**config.mk**
```make
export PLATFORM = sky130hd
export DESIGN_NAME = pipe_stage_reg
export DESIGN_NICKNAME = d
export VERILOG_FILES = /design/src/rtl/pipe_pkg.sv /design/src/rtl/pipe_slot.sv /design/src/rtl/pipe_stage_reg.sv
export SDC_FILE = /design/constraint.sdc
export NUM_CORES = 1
export LEC_CHECK = 0
export CORE_UTILIZATION = 30
export CTS_CLUSTER_DIAMETER = 120
export DETAILED_ROUTE_END_ITERATION = 10
export HOLD_SLACK_MARGIN = 0.03
export PLACE_DENSITY = 0.74
export REMOVE_ABC_BUFFERS = 1
export SLEW_MARGIN = 20
export SYNTH_ARGS = -nofsm -noshare
export SYNTH_HDL_FRONTEND = slang
export SYNTH_SLANG_ARGS = --single-unit
```
**constraint.sdc**
```tcl
create_clock -name clk -period 3 [get_ports clk]
set_input_delay 0.45 -clock clk [delete_from_list [all_inputs] [get_ports clk]]
set_output_delay 0.45 -clock clk [all_outputs]
set_load 0.02 [all_outputs]
```
**src/rtl/pipe_pkg.sv**
```systemverilog
`default_nettype none
// ============================================================================
// Module   : pipe_pkg
// Purpose  : Shared definitions for the pipeline-boundary register:
//            default widths, the skid-entry occupancy state type and its
//            2-bit encoding constants.
// Ports    : none (package)
// Revision : 1.0  initial release
// ============================================================================
package pipe_pkg;

  localparam int unsigned c_DATA_W_DEF = 32;
  localparam int unsigned c_CTRL_W_DEF = 3;
  localparam int unsigned c_CNT_W_DEF  = 8;

  localparam logic [1:0] c_ST_EMPTY_ENC = 2'b00;
  localparam logic [1:0] c_ST_ONE_ENC   = 2'b01;
  localparam logic [1:0] c_ST_FULL_ENC  = 2'b10;

  // Occupancy of the stage when the skid entry is built in.
  typedef enum logic [1:0] {
    ST_EMPTY = c_ST_EMPTY_ENC,
    ST_ONE   = c_ST_ONE_ENC,
    ST_FULL  = c_ST_FULL_ENC
  } state_t;

endpackage : pipe_pkg
`default_nettype wire

```
**src/rtl/pipe_slot.sv**
```systemverilog
`default_nettype none
// ============================================================================
// Module   : pipe_slot
// Purpose  : One storage entry (valid + control + payload) of a pipeline
//            boundary register. Clear dominates load. Valid and control are
//            reset; the payload is intentionally left unreset.
// Ports    : clk, rst_n        clock, async active-low reset
//            i_load            capture i_ctrl/i_data and mark valid
//            i_clear           invalidate entry and zero its control bits
//            i_ctrl, i_data    values captured on load
//            o_valid, o_ctrl,  stored entry (o_ctrl is raw, not gated)
//            o_data
// Revision : 1.0  initial release
// ============================================================================
module pipe_slot
  import pipe_pkg::*;
#(
  parameter int DATA_W = c_DATA_W_DEF,
  parameter int CTRL_W = c_CTRL_W_DEF
) (
  input  logic              clk,
  input  logic              rst_n,
  input  logic              i_load,
  input  logic              i_clear,
  input  logic [CTRL_W-1:0] i_ctrl,
  input  logic [DATA_W-1:0] i_data,
  output logic              o_valid,
  output logic [CTRL_W-1:0] o_ctrl,
  output logic [DATA_W-1:0] o_data
);

  logic              r_valid;
  logic [CTRL_W-1:0] r_ctrl;
  logic [DATA_W-1:0] r_data;

  always_ff @(posedge clk or negedge rst_n) begin
    if (!rst_n) begin
      r_valid <= 1'b0;
      r_ctrl  <= '0;
    end else if (i_clear) begin
      r_valid <= 1'b0;
      r_ctrl  <= '0;
    end else if (i_load) begin
      r_valid <= 1'b1;
      r_ctrl  <= i_ctrl;
    end
  end

  // Payload has no reset so it maps onto plain enable flops.
  always_ff @(posedge clk) begin
    if (i_load && !i_clear) begin
      r_data <= i_data;
    end
  end

  assign o_valid = r_valid;
  assign o_ctrl  = r_ctrl;
  assign o_data  = r_data;

endmodule : pipe_slot
`default_nettype wire

```
**src/rtl/pipe_stage_reg.sv**
```systemverilog
`default_nettype none
// ============================================================================
// Module   : pipe_stage_reg
// Purpose  : Pipeline-boundary register with valid/ready back-pressure,
//            synchronous flush, zero-gated control bits on bubbles and a
//            saturating stall counter.
//            Build option: define PIPE_SKID_EN to add a second (skid) entry,
//            which makes in_ready a register output independent of
//            out_ready. Without it the stage is a single entry with a
//            combinational in_ready.
// Ports    : clk, rst_n                   clock, async active-low reset
//            in_valid/in_ready            upstream handshake
//            in_ctrl, in_data             upstream control bits and payload
//            flush                        squash held and incoming entries
//            out_valid/out_ready          downstream handshake
//            out_ctrl, out_data           held control (0 when invalid),
//                                         held payload
//            stall_cnt                    saturating stall-cycle count
// Revision : 1.0  initial release
// ============================================================================
module pipe_stage_reg
  import pipe_pkg::*;
#(
  parameter int DATA_W = c_DATA_W_DEF,
  parameter int CTRL_W = c_CTRL_W_DEF,
  parameter int CNT_W  = c_CNT_W_DEF
) (
  input  logic              clk,
  input  logic              rst_n,
  input  logic              in_valid,
  output logic              in_ready,
  input  logic [CTRL_W-1:0] in_ctrl,
  input  logic [DATA_W-1:0] in_data,
  input  logic              flush,
  output logic              out_valid,
  input  logic              out_ready,
  output logic [CTRL_W-1:0] out_ctrl,
  output logic [DATA_W-1:0] out_data,
  output logic [CNT_W-1:0]  stall_cnt
);

  localparam logic [CNT_W-1:0] c_CNT_MAX = '1;

  logic              w_main_valid;
  logic [CTRL_W-1:0] w_main_ctrl;
  logic [DATA_W-1:0] w_main_data;
  logic              w_main_load;
  logic              w_main_clear;
  logic [CTRL_W-1:0] w_main_ctrl_in;
  logic [DATA_W-1:0] w_main_data_in;
  logic              w_accept;
  logic              w_consume;
  logic [CNT_W-1:0]  r_stall_cnt;

  // Flush drops anything offered in the same cycle even if in_ready is high.
  assign w_accept  = in_valid && in_ready && !flush;
  assign w_consume = w_main_valid && out_ready;

  pipe_slot #(
    .DATA_W (DATA_W),
    .CTRL_W (CTRL_W)
  ) u_main (
    .clk     (clk),
    .rst_n   (rst_n),
    .i_load  (w_main_load),
    .i_clear (w_main_clear),
    .i_ctrl  (w_main_ctrl_in),
    .i_data  (w_main_data_in),
    .o_valid (w_main_valid),
    .o_ctrl  (w_main_ctrl),
    .o_data  (w_main_data)
  );

`ifdef PIPE_SKID_EN
  state_t            r_state;
  logic              w_skid_valid;
  logic [CTRL_W-1:0] w_skid_ctrl;
  logic [DATA_W-1:0] w_skid_data;
  logic              w_skid_load;
  logic              w_skid_clear;

  pipe_slot #(
    .DATA_W (DATA_W),
    .CTRL_W (CTRL_W)
  ) u_skid (
    .clk     (clk),
    .rst_n   (rst_n),
    .i_load  (w_skid_load),
    .i_clear (w_skid_clear),
    .i_ctrl  (in_ctrl),
    .i_data  (in_data),
    .o_valid (w_skid_valid),
    .o_ctrl  (w_skid_ctrl),
    .o_data  (w_skid_data)
  );

  // Skid valid is a flop, so in_ready has no path from out_ready.
  assign in_ready = !w_skid_valid;

  // Slot enables decoded from occupancy and this cycle's handshakes.
  always_comb begin
    w_main_load    = 1'b0;
    w_main_clear   = 1'b0;
    w_skid_load    = 1'b0;
    w_skid_clear   = 1'b0;
    w_main_ctrl_in = in_ctrl;
    w_main_data_in = in_data;
    if (flush) begin
      w_main_clear = 1'b1;
      w_skid_clear = 1'b1;
    end else begin
      case (r_state)
        ST_EMPTY: begin
          w_main_load = w_accept;
        end
        ST_ONE: begin
          if (w_accept && !w_consume) begin
            w_skid_load = 1'b1;
          end else if (w_accept) begin
            w_main_load = 1'b1;
          end else if (w_consume) begin
            w_main_clear = 1'b1;
          end
        end
        ST_FULL: begin
          // Skid entry advances into the main slot when main drains.
          if (w_consume) begin
            w_main_load    = 1'b1;
            w_main_ctrl_in = w_skid_ctrl;
            w_main_data_in = w_skid_data;
            w_skid_clear   = 1'b1;
          end
        end
        default: begin
          w_main_clear = 1'b1;
          w_skid_clear = 1'b1;
        end
      endcase
    end
  end

  always_ff @(posedge clk or negedge rst_n) begin
    if (!rst_n) begin
      r_state <= ST_EMPTY;
    end else if (flush) begin
      r_state <= ST_EMPTY;
    end else begin
      case (r_state)
        ST_EMPTY: if (w_accept) r_state <= ST_ONE;
        ST_ONE: begin
          if (w_accept && !w_consume) begin
            r_state <= ST_FULL;
          end else if (w_consume && !w_accept) begin
            r_state <= ST_EMPTY;
          end
        end
        ST_FULL:  if (w_consume) r_state <= ST_ONE;
        default:  r_state <= ST_EMPTY;
      endcase
    end
  end
`else
  // Single entry: room exists if empty or the held entry leaves this cycle.
  assign in_ready       = !w_main_valid || out_ready;
  assign w_main_load    = w_accept;
  assign w_main_clear   = flush || (w_consume && !w_accept);
  assign w_main_ctrl_in = in_ctrl;
  assign w_main_data_in = in_data;
`endif

  always_ff @(posedge clk or negedge rst_n) begin
    if (!rst_n) begin
      r_stall_cnt <= '0;
    end else if (flush) begin
      r_stall_cnt <= '0;
    end else if (w_main_valid && !out_ready && (r_stall_cnt != c_CNT_MAX)) begin
      r_stall_cnt <= r_stall_cnt + 1'b1;
    end
  end

  assign out_valid = w_main_valid;
  assign out_ctrl  = w_main_valid ? w_main_ctrl : '0;
  assign out_data  = w_main_data;
  assign stall_cnt = r_stall_cnt;

endmodule : pipe_stage_reg
`default_nettype wire

```
# After elaboration in Yosys (flattened, before gate mapping)
# Cells that the tools add are included.
dict set report op_classes {
  n_addsub 1
  eq_ne 1
  mux 7
  reduce_logical 16
}
# cell n
set op_table {}
lappend op_table {{$mux 8} 2}
lappend op_table {{$mux 3} 3}
lappend op_table {{$add 8x1->8 const B} 1}
lappend op_table {{$ne 8x8->1 const B} 1}
lappend op_table {{$logic_and 1x1->1} 7}
lappend op_table {{$logic_not 1->1} 5}
lappend op_table {{$reduce_bool 2->1} 2}
lappend op_table {{$logic_or 1x1->1} 2}
lappend op_table {{$mux 1} 2}
dict set report word_totals {
  reg_bits 44
  in_bits 40
  output_inout_bits 45
  word_cells 29
}

# Depth between registers and ports, before layout
# Gate-level depths: netlist of the first run.
dict set report logic_depth {
  ltp_word 9
  mapped_depth 5
  ltp_nobuf 5
}

# Hierarchy
# A second synthesis of the first run with hierarchy kept.
dict set report unflattened {
  cells_unflattened 99
  hier_area_um2 1627.8
}
# mod n_inst cells_each area_per_inst_um2 seq_area_each_um2
set by_module_without_submodules {}
lappend by_module_without_submodules {pipe_slot 1 46 1121.1 1061.0}
lappend by_module_without_submodules {pipe_stage_reg 1 53 506.7 200.2}

# Worst setup path before layout of the first run
# No wires, ideal clock.
dict set report synth_path {
  kind {flip-flop to flip-flop}
  start {register u_main.r_valid (netlist: u_main.o_valid)}
  end {register u_main.r_data[0] (netlist: u_main.o_data[0]) (enable)}
  setup_ps 421
  t_arrival_ps 2276
  setup_slack_ps 302
  stages_incl_launch_ff 5
  n_path_buf 0
  synth_period_minus_slack_ps 2698
  path_cell_list {dfrtp_1 > and2b_4 > inv_2 > nand2_1 > nor2_1}
}
dict set report synth_between {
  elab_chain_len 9
  elab_cells_between_ends 10
  cone_classes {reduce/logical: 10}
}
# element line_no
set synth_rtl {}
lappend synth_rtl {{start: declaration} pipe_slot.sv:32} ;# logic r_valid;
lappend synth_rtl {{start signal: assignment} pipe_slot.sv:38} ;# r_valid <= 1'b0;
lappend synth_rtl {{start signal: assignment} pipe_slot.sv:41} ;# r_valid <= 1'b0;
lappend synth_rtl {{start signal: assignment} pipe_slot.sv:44} ;# r_valid <= 1'b1;
lappend synth_rtl {{$logic_not 1->1 *} pipe_stage_reg.sv:164} ;# assign in_ready = !w_main_valid || out_ready;
lappend synth_rtl {{$logic_or 1x1->1 *} pipe_stage_reg.sv:164}
lappend synth_rtl {{net in_ready} pipe_stage_reg.sv:31} ;# output logic in_ready,
lappend synth_rtl {{$logic_and 1x1->1 * (2 in a row)} pipe_stage_reg.sv:56} ;# assign w_accept = in_valid && in_ready && !flush;
lappend synth_rtl {{$logic_not 1->1} pipe_stage_reg.sv:166} ;# assign w_main_clear = flush || (w_consume && !w_accept);
lappend synth_rtl {{$logic_and 1x1->1} pipe_stage_reg.sv:166}
lappend synth_rtl {{$logic_or 1x1->1} pipe_stage_reg.sv:166}
lappend synth_rtl {{$logic_not 1->1} pipe_slot.sv:51} ;# if (i_load && !i_clear) begin
lappend synth_rtl {{$logic_and 1x1->1 *} pipe_slot.sv:51}
lappend synth_rtl {{end signal: assignment} pipe_slot.sv:52} ;# r_data <= i_data;
lappend synth_rtl {{end: declaration} pipe_slot.sv:34} ;# logic [DATA_W-1:0] r_data;
# The timed path passes the listed nets; every way through them passes the cells marked *.
# A chain may end at the register's enable or synchronous reset.

# Worst setup path in the final report of the first run
dict set report layout_path {
  start {input out_ready}
  end {output in_ready}
}
dict set report layout_between {
  elab_chain_len 1
}
# element line_no
set layout_rtl {}
lappend layout_rtl {{start: declaration} pipe_stage_reg.sv:36} ;# input logic out_ready,
lappend layout_rtl {{$logic_or 1x1->1} pipe_stage_reg.sv:164}
lappend layout_rtl {{end: declaration} pipe_stage_reg.sv:31}
# Every way passes these cells.

==> out/metrics.cfg, run 1 <==
[min_path]
hold_class = in2async

[critical_path]
cp.depth = 4
r2r_setup_slack_ns = 1.37
rr_worst_depth = 5
crit_type = in2out
crit_buf_inv = 3
worstPathRequired_ns = 2.55
arrival_ns = 1.86
path_delay_family = buffers and inverters
startpoint_type = input port
crit_chain = clkdlybuf4s50_1 > and2b_4 > inv_2 > clkdlybuf4s50_1
timing.rr.start = u_main.o_valid
path_max_fanout = 8
crit_path_top_delay_cell = clkdlybuf4s50_1
worst_r2r_endpoint = u_main.o_data[6]
cpMostUsedCell = clkdlybuf4s50_1
slowest_delay_ns = 0.63
endpoint_kind = primary output

[clocking]
clockRootBuffer = clkbuf_8
postCtsSetupBuffers = 0
htreeDepth = 2
cts.sinks = 44
cts.path.max_buffers = 2
cts_buffers = 5
clk_pin_slew_worst_paths_ns = 0.08
worstSkewPairLatency_ns = 0.29
cts_resized = 0
cts_hold_buf = 0
cts_tree = built

[placement]
place_area_sq_um = 2520
io_buffers = 84
routabilityCongestion = 0.8056
post-place-ws_ns = 0.6922
hpwlAfterDp_mm = 2.947

[logic_synthesis]
yosys.area.top_type_share_pct = 60.57
ys_seq_elements = 44
synth.cell_area_sq_um = 1587
synth_common_cells = edfxtp_1 (32), dfrtp_1 (12), nor2_1 (12)
yosys_warnings = 0
yosysSeqAreaShare_pct = 79.50
synthTopCellsByArea = edfxtp_1 (61%), dfrtp_1 (19%), nor2_1 (2.8%)
synthCells = 96
async_flop_share_pct = 27.27
yosys.area.top_type = edfxtp_1
ys.flop_type = edfxtp_1
yosysUniqueCellTypes = 26
synth.most_common_cell = edfxtp_1
avgSynthCellArea_sq_um = 16.53
synth_edf_count = 32

[route]
detail_route.vias_per_cell = 4.473
routed-via-count = 1154
antenna_left = 0
remaining_drc_errors = 0
drt_wl_total_mm = 3.800
first_pass_iters = 6
wire_per_inst_um = 14.73
drt_iter0_markers = 44

[final_layout]
drive_above_1_share_pct = 9.043
design_area_sq_um = 2635
nFillCells = 454
fin_nets = 228
areaGrowthSynthToFinish_pct = 66.09
num_antenna_cells = 0

[floorplanning]
dieWidth_um = 74.72
rows = 26
initial_core_util_pct = 31.06
die_area_sq_um = 5583
ios = 85
coreArea_sq_um = 5107
die_y_um = 74.72

[power_and_ir_drop]
cellLeakagePower_nw = 0.9589
power_switching_w = 0.0002794
vdd_drop_max_mv = 0.1785
combPwrFrac_pct = 11.5
pwr-share-seq_pct = 53.2
p_int_w = 0.001015
powerDensity_nw_per_um2 = 491.3
swShare_pct = 21.58
clock_power_share_pct = 35.3

[global_route]
grt_pass1_wl_mm = 5.250
grt_max_degree = 33
grt_pass1_vias = 1079
grt_antenna_before_repair = 0
track_usage_pct = 13.02
grt_remaining_overflow = 0

[timing]
tns_ns = 0
setup_slack_ns = 0.6861
hold_viol_final = 0
skew_ns = 0.005499
drv_slew = 0
period_share_pct = 77.13
relSlewSlack_pct = 63.95
finalSetupViolCount = 0
grt_setup_unrepaired = no
max_freq_mhz = 432.2
max_slew.worst_pin.slew_ns = 0.5390
fin_crit_ns = 2.314

[flow_run]
maxCapViolCount = 0

[outcome]
status = finished, final reports clean

-- per-stage QoR --
stage	utilization (%)	hold WS [ns]	std cells	power (W)
final	51.59	0.5018	258	0.001295
after global routing	51.59	0.5502	258	0.001342
after CTS	51.59	0.5193	258	0.001310
after detailed placement	49.34	0.4988	250	0.0008525
after global placement	49.34	0.5013	250	0.0008482
after floorplan	-	0.1544	95	0.0007487
-- cell usage in the layout, fill, tap and decap left out, types with 2 or more instances in the layout --
cell / instances
a32oi_1: 3
xor2_1: 2
nand2_1: 4
nor3_1: 4
edfxtp_1: 32
o21ai_0: 3
nor2_1: 11
nand3_1: 2
mux2i_1: 2
clkdlybuf4s50_1: 84
dfrtp_1: 12
and2_2: 3
clkbuf_8: 5
a21oi_1: 3
-- per-layer routing --
metal	track usage (%)	vias to the layer above	part of all wire (%)
met3	7.095	2	14
met2	22.22	71	48
met4	3.774	0	0.24
li1	-	537	-
met5	0	-	0
met1	13.92	544	38
-- sequential cells by signal, indices dropped and copies added, names as in the netlist --
register and cells:
stall_cnt 8, u_main.o_valid 1, u_main.o_ctrl 3, u_main.o_data 32
-- kinds of logic (layout without fill, tap and decap cells) --
| family | after synthesis | after routing | share of synthesized area, % |
|---|---|---|---|
| mux | 2 | 2 | 1.262 |
| flops | 44 | 44 | 79.50 |
| simple gates | 32 | 32 | 11.51 |
| fa+ha+maj | 1 | 1 | 0.7885 |
| buf+inv | 3 | 95 | 0.7879 |
| xor+xnor | 2 | 2 | 1.104 |
| compound gates | 12 | 12 | 5.048 |
-- power groups by stage --
stage | Combinational [W] | Clock (W) | Sequential [W]
6_report | 0.000149 | 0.000457 | 0.000689
5_1_grt | 0.000159 | 0.000491 | 0.000692
2_1_floorplan | 0.0000206 | 0 | 0.000728
4_1_cts | 0.000150 | 0.000470 | 0.000689
3_5_place_dp | 0.000150 | 0 | 0.000703
3_3_place_gp | 0.000147 | 0 | 0.000701
-- worst max path at each step --
stage / from / to / slack, ns
finish: out_ready / in_ready / 0.69
global route: out_ready / in_ready / 0.63
CTS: out_ready / in_ready / 0.68
detailed placement: out_ready / in_ready / 0.69
global placement: out_ready / in_ready / 0.70
floorplan: u_main.o_valid / u_main.o_data[0] / 0.30
-- cell type report --
type	count	area (sq um)	area share, %
well taps	70	87.58	3.324
clock inverters	3	46.29	1.757
clock buffers	5	68.82	2.612
multi-input cells	49	315.3	11.97
flip-flops and latches	44	1261	47.86
repair buffers	85	848.3	32.19
inverters	2	7.507	0.2849
Power figures use the tool's default switching activity.
==> run 2: changes to the inputs <==
--- a/config.mk
+++ b/config.mk
@@ -9,7 +9,7 @@
 export CTS_CLUSTER_DIAMETER = 120
 export DETAILED_ROUTE_END_ITERATION = 10
 export HOLD_SLACK_MARGIN = 0.03
-export PLACE_DENSITY = 0.74
+export PLACE_DENSITY = 0.77
 export REMOVE_ABC_BUFFERS = 1
 export SLEW_MARGIN = 20
 export SYNTH_ARGS = -nofsm -noshare
==> constraint.sdc (replaced) <==
create_clock -name clk -period 2 [get_ports clk]
set_input_delay 0.3 -clock clk [delete_from_list [all_inputs] [get_ports clk]]
set_output_delay 0.3 -clock clk [all_outputs]
set_load 0.02 [all_outputs]
==> run 2 against run 1 <==
  * Die area stayed put
  * Worst setup slack worse by 0.55 ns
  * Combinational power is 54% higher
  * Sequential share of layout area is 0.87 points lower
  * Wire length is 5.9% lower
  * Sequential power is 49% higher
  * Final cell count is 0.78% higher
  * First-iteration DRC count is 4.5% higher
  * Hold slack worse by 0.13 ns
  * Core utilization is 0.96 points higher
==> out/metrics.cfg, run 2 (synthesis results as in run 1) <==
[critical_path]
r2r_setup_slack_ns = 0.40
crit_type = in2out
path_max_fanout = 2
endpoint_kind = primary output
worstPathRequired_ns = 1.70
startpoint_type = input port
arrival_ns = 1.57

[timing]
skew_ns = 0.006845
period_share_pct = 93.31
max_slew.worst_pin.slew_ns = 0.5626
fin_crit_ns = 1.866
drv_slew = 0
hold_viol_final = 0
finalSetupViolCount = 0
holdWs_ns = 0.3696
tns_ns = 0
setup_slack_ns = 0.1338
max_freq_mhz = 535.9
grt_setup_unrepaired = no
relSlewSlack_pct = 62.38

[clocking]
cts_buffers = 5
cts.path.max_buffers = 2
cts_hold_buf = 0
cts.sinks = 44
htreeDepth = 2
worstSkewPairLatency_ns = 0.28
clockRootBuffer = clkbuf_8
clk_pin_slew_worst_paths_ns = 0.08
postCtsSetupBuffers = 0
cts_tree = built
cts_resized = 0

[global_route]
grt_remaining_overflow = 0
grt_pass1_wl_mm = 5.223
grt_pass1_vias = 1106
grt_antenna_before_repair = 0
grt_max_degree = 33
track_usage_pct = 13.03

[power_and_ir_drop]
powerDensity_nw_per_um2 = 756.0
totalPowerFinal_w = 0.002029
cellLeakagePower_nw = 0.9863
p_int_w = 0.001644
combPwrFrac_pct = 11.3
swShare_pct = 18.96
pwr-share-seq_pct = 50.9
clock_power_share_pct = 37.8
power_switching_w = 0.0003848
vdd_drop_max_mv = 0.3690

[route]
routed-via-count = 1159
first_pass_iters = 4
antenna_left = 0
drt_wl_total_mm = 3.576
drt_iter0_markers = 46
detail_route.vias_per_cell = 4.458
wire_per_inst_um = 13.75
remaining_drc_errors = 0

[placement]
routabilityCongestion = 0.7762
place_area_sq_um = 2555
io_buffers = 84
post-place-ws_ns = 0.1167
hpwlAfterDp_mm = 2.823

[floorplanning]
initial_core_util_pct = 31.06
coreArea_sq_um = 5107
die_area_sq_um = 5583
rows = 26
ios = 85
dieWidth_um = 74.72
die_y_um = 74.72

[outcome]
status = finished, final reports clean

[final_layout]
largest_register_ff_count = 32
final_cell_mix = clkdlybuf4s50_1 (84), edfxtp_1 (32), dfrtp_1 (12), nor2_1 (11), clkbuf_8 (5)
areaGrowthSynthToFinish_pct = 69.16
layout_commonest_cell = clkdlybuf4s50_1
fin_nets = 231
num_antenna_cells = 0
drive_above_1_share_pct = 10.00
design_area_sq_um = 2684

[flow_run]
maxCapViolCount = 0

[min_path]
hold_class = in2async

[run 2: cell types whose count changed in the layout (fill, tap and decap cells not counted)]
| cell | before | now |
|---|---|---|
| buf_12 | 0 | 1 |
| buf_4 | 1 | 3 |
| bufinv_16 | 1 | 2 |
| clkinvlp_4 | 1 | 0 |
| inv_6 | 1 | 0 |
[run 2: worst paths after layout]
kind | startpoint | end | cells past startpoint
min in group clk | u_main.o_ctrl[1] | u_main.o_ctrl[1] | 2
max in group asynchronous | rst_n | u_main.o_ctrl[1] | 1
max reg2reg | stall_cnt[0] | stall_cnt[5] | 5
min | rst_n | stall_cnt[3] | 1
max | out_ready | in_ready | 4
min reg2reg | u_main.o_ctrl[1] | u_main.o_ctrl[1] | 2
[run 2: metal layers]
metal | global-route usage, % | up-vias | share of wire, %
met3 | 4.953 | 4 | 11
li1 | - | 545 | -
met4 | 6.289 | 0 | 1.5
met1 | 13.80 | 547 | 40
met5 | 0 | - | 0
met2 | 22.82 | 63 | 48
[run 2: critical path, stage by stage]
cell,delay (ns)
clkdlybuf4s50_1,0.44
and2b_4,0.18
inv_2,0.05
clkdlybuf4s50_1,0.59
[run 2: final cells by class]
| cell class | instances | area, sq um |
|---|---|---|
| Fill cell | 433 | 2424 |
| Sequential cell | 44 | 1261 |
| Timing Repair Buffer | 88 | 883.3 |
| Multi-Input combinational cell | 49 | 315.3 |
| Tap cell | 70 | 87.58 |
| Clock buffer | 5 | 68.82 |
| Clock inverter | 2 | 60.06 |
| Inverter | 2 | 7.507 |
[run 2: power by group through the flow]
stage | registers [W] | clock network (W) | logic, W
3_3_place_gp | 0.00105 | 0 | 0.000227
2_1_floorplan | 0.00109 | 0 | 0.0000310
3_5_place_dp | 0.00105 | 0 | 0.000231
4_1_cts | 0.00103 | 0.000784 | 0.000232
6_report | 0.00103 | 0.000767 | 0.000229
5_1_grt | 0.00104 | 0.000825 | 0.000243
[run 2: stage by stage]
step / std cells / utilization [%]
2_1_floorplan: 95 / -
3_3_place_gp: 253 / 50.02
3_5_place_dp: 253 / 50.02
4_1_cts: 260 / 52.55
5_1_grt: 260 / 52.55
6_report: 260 / 52.55
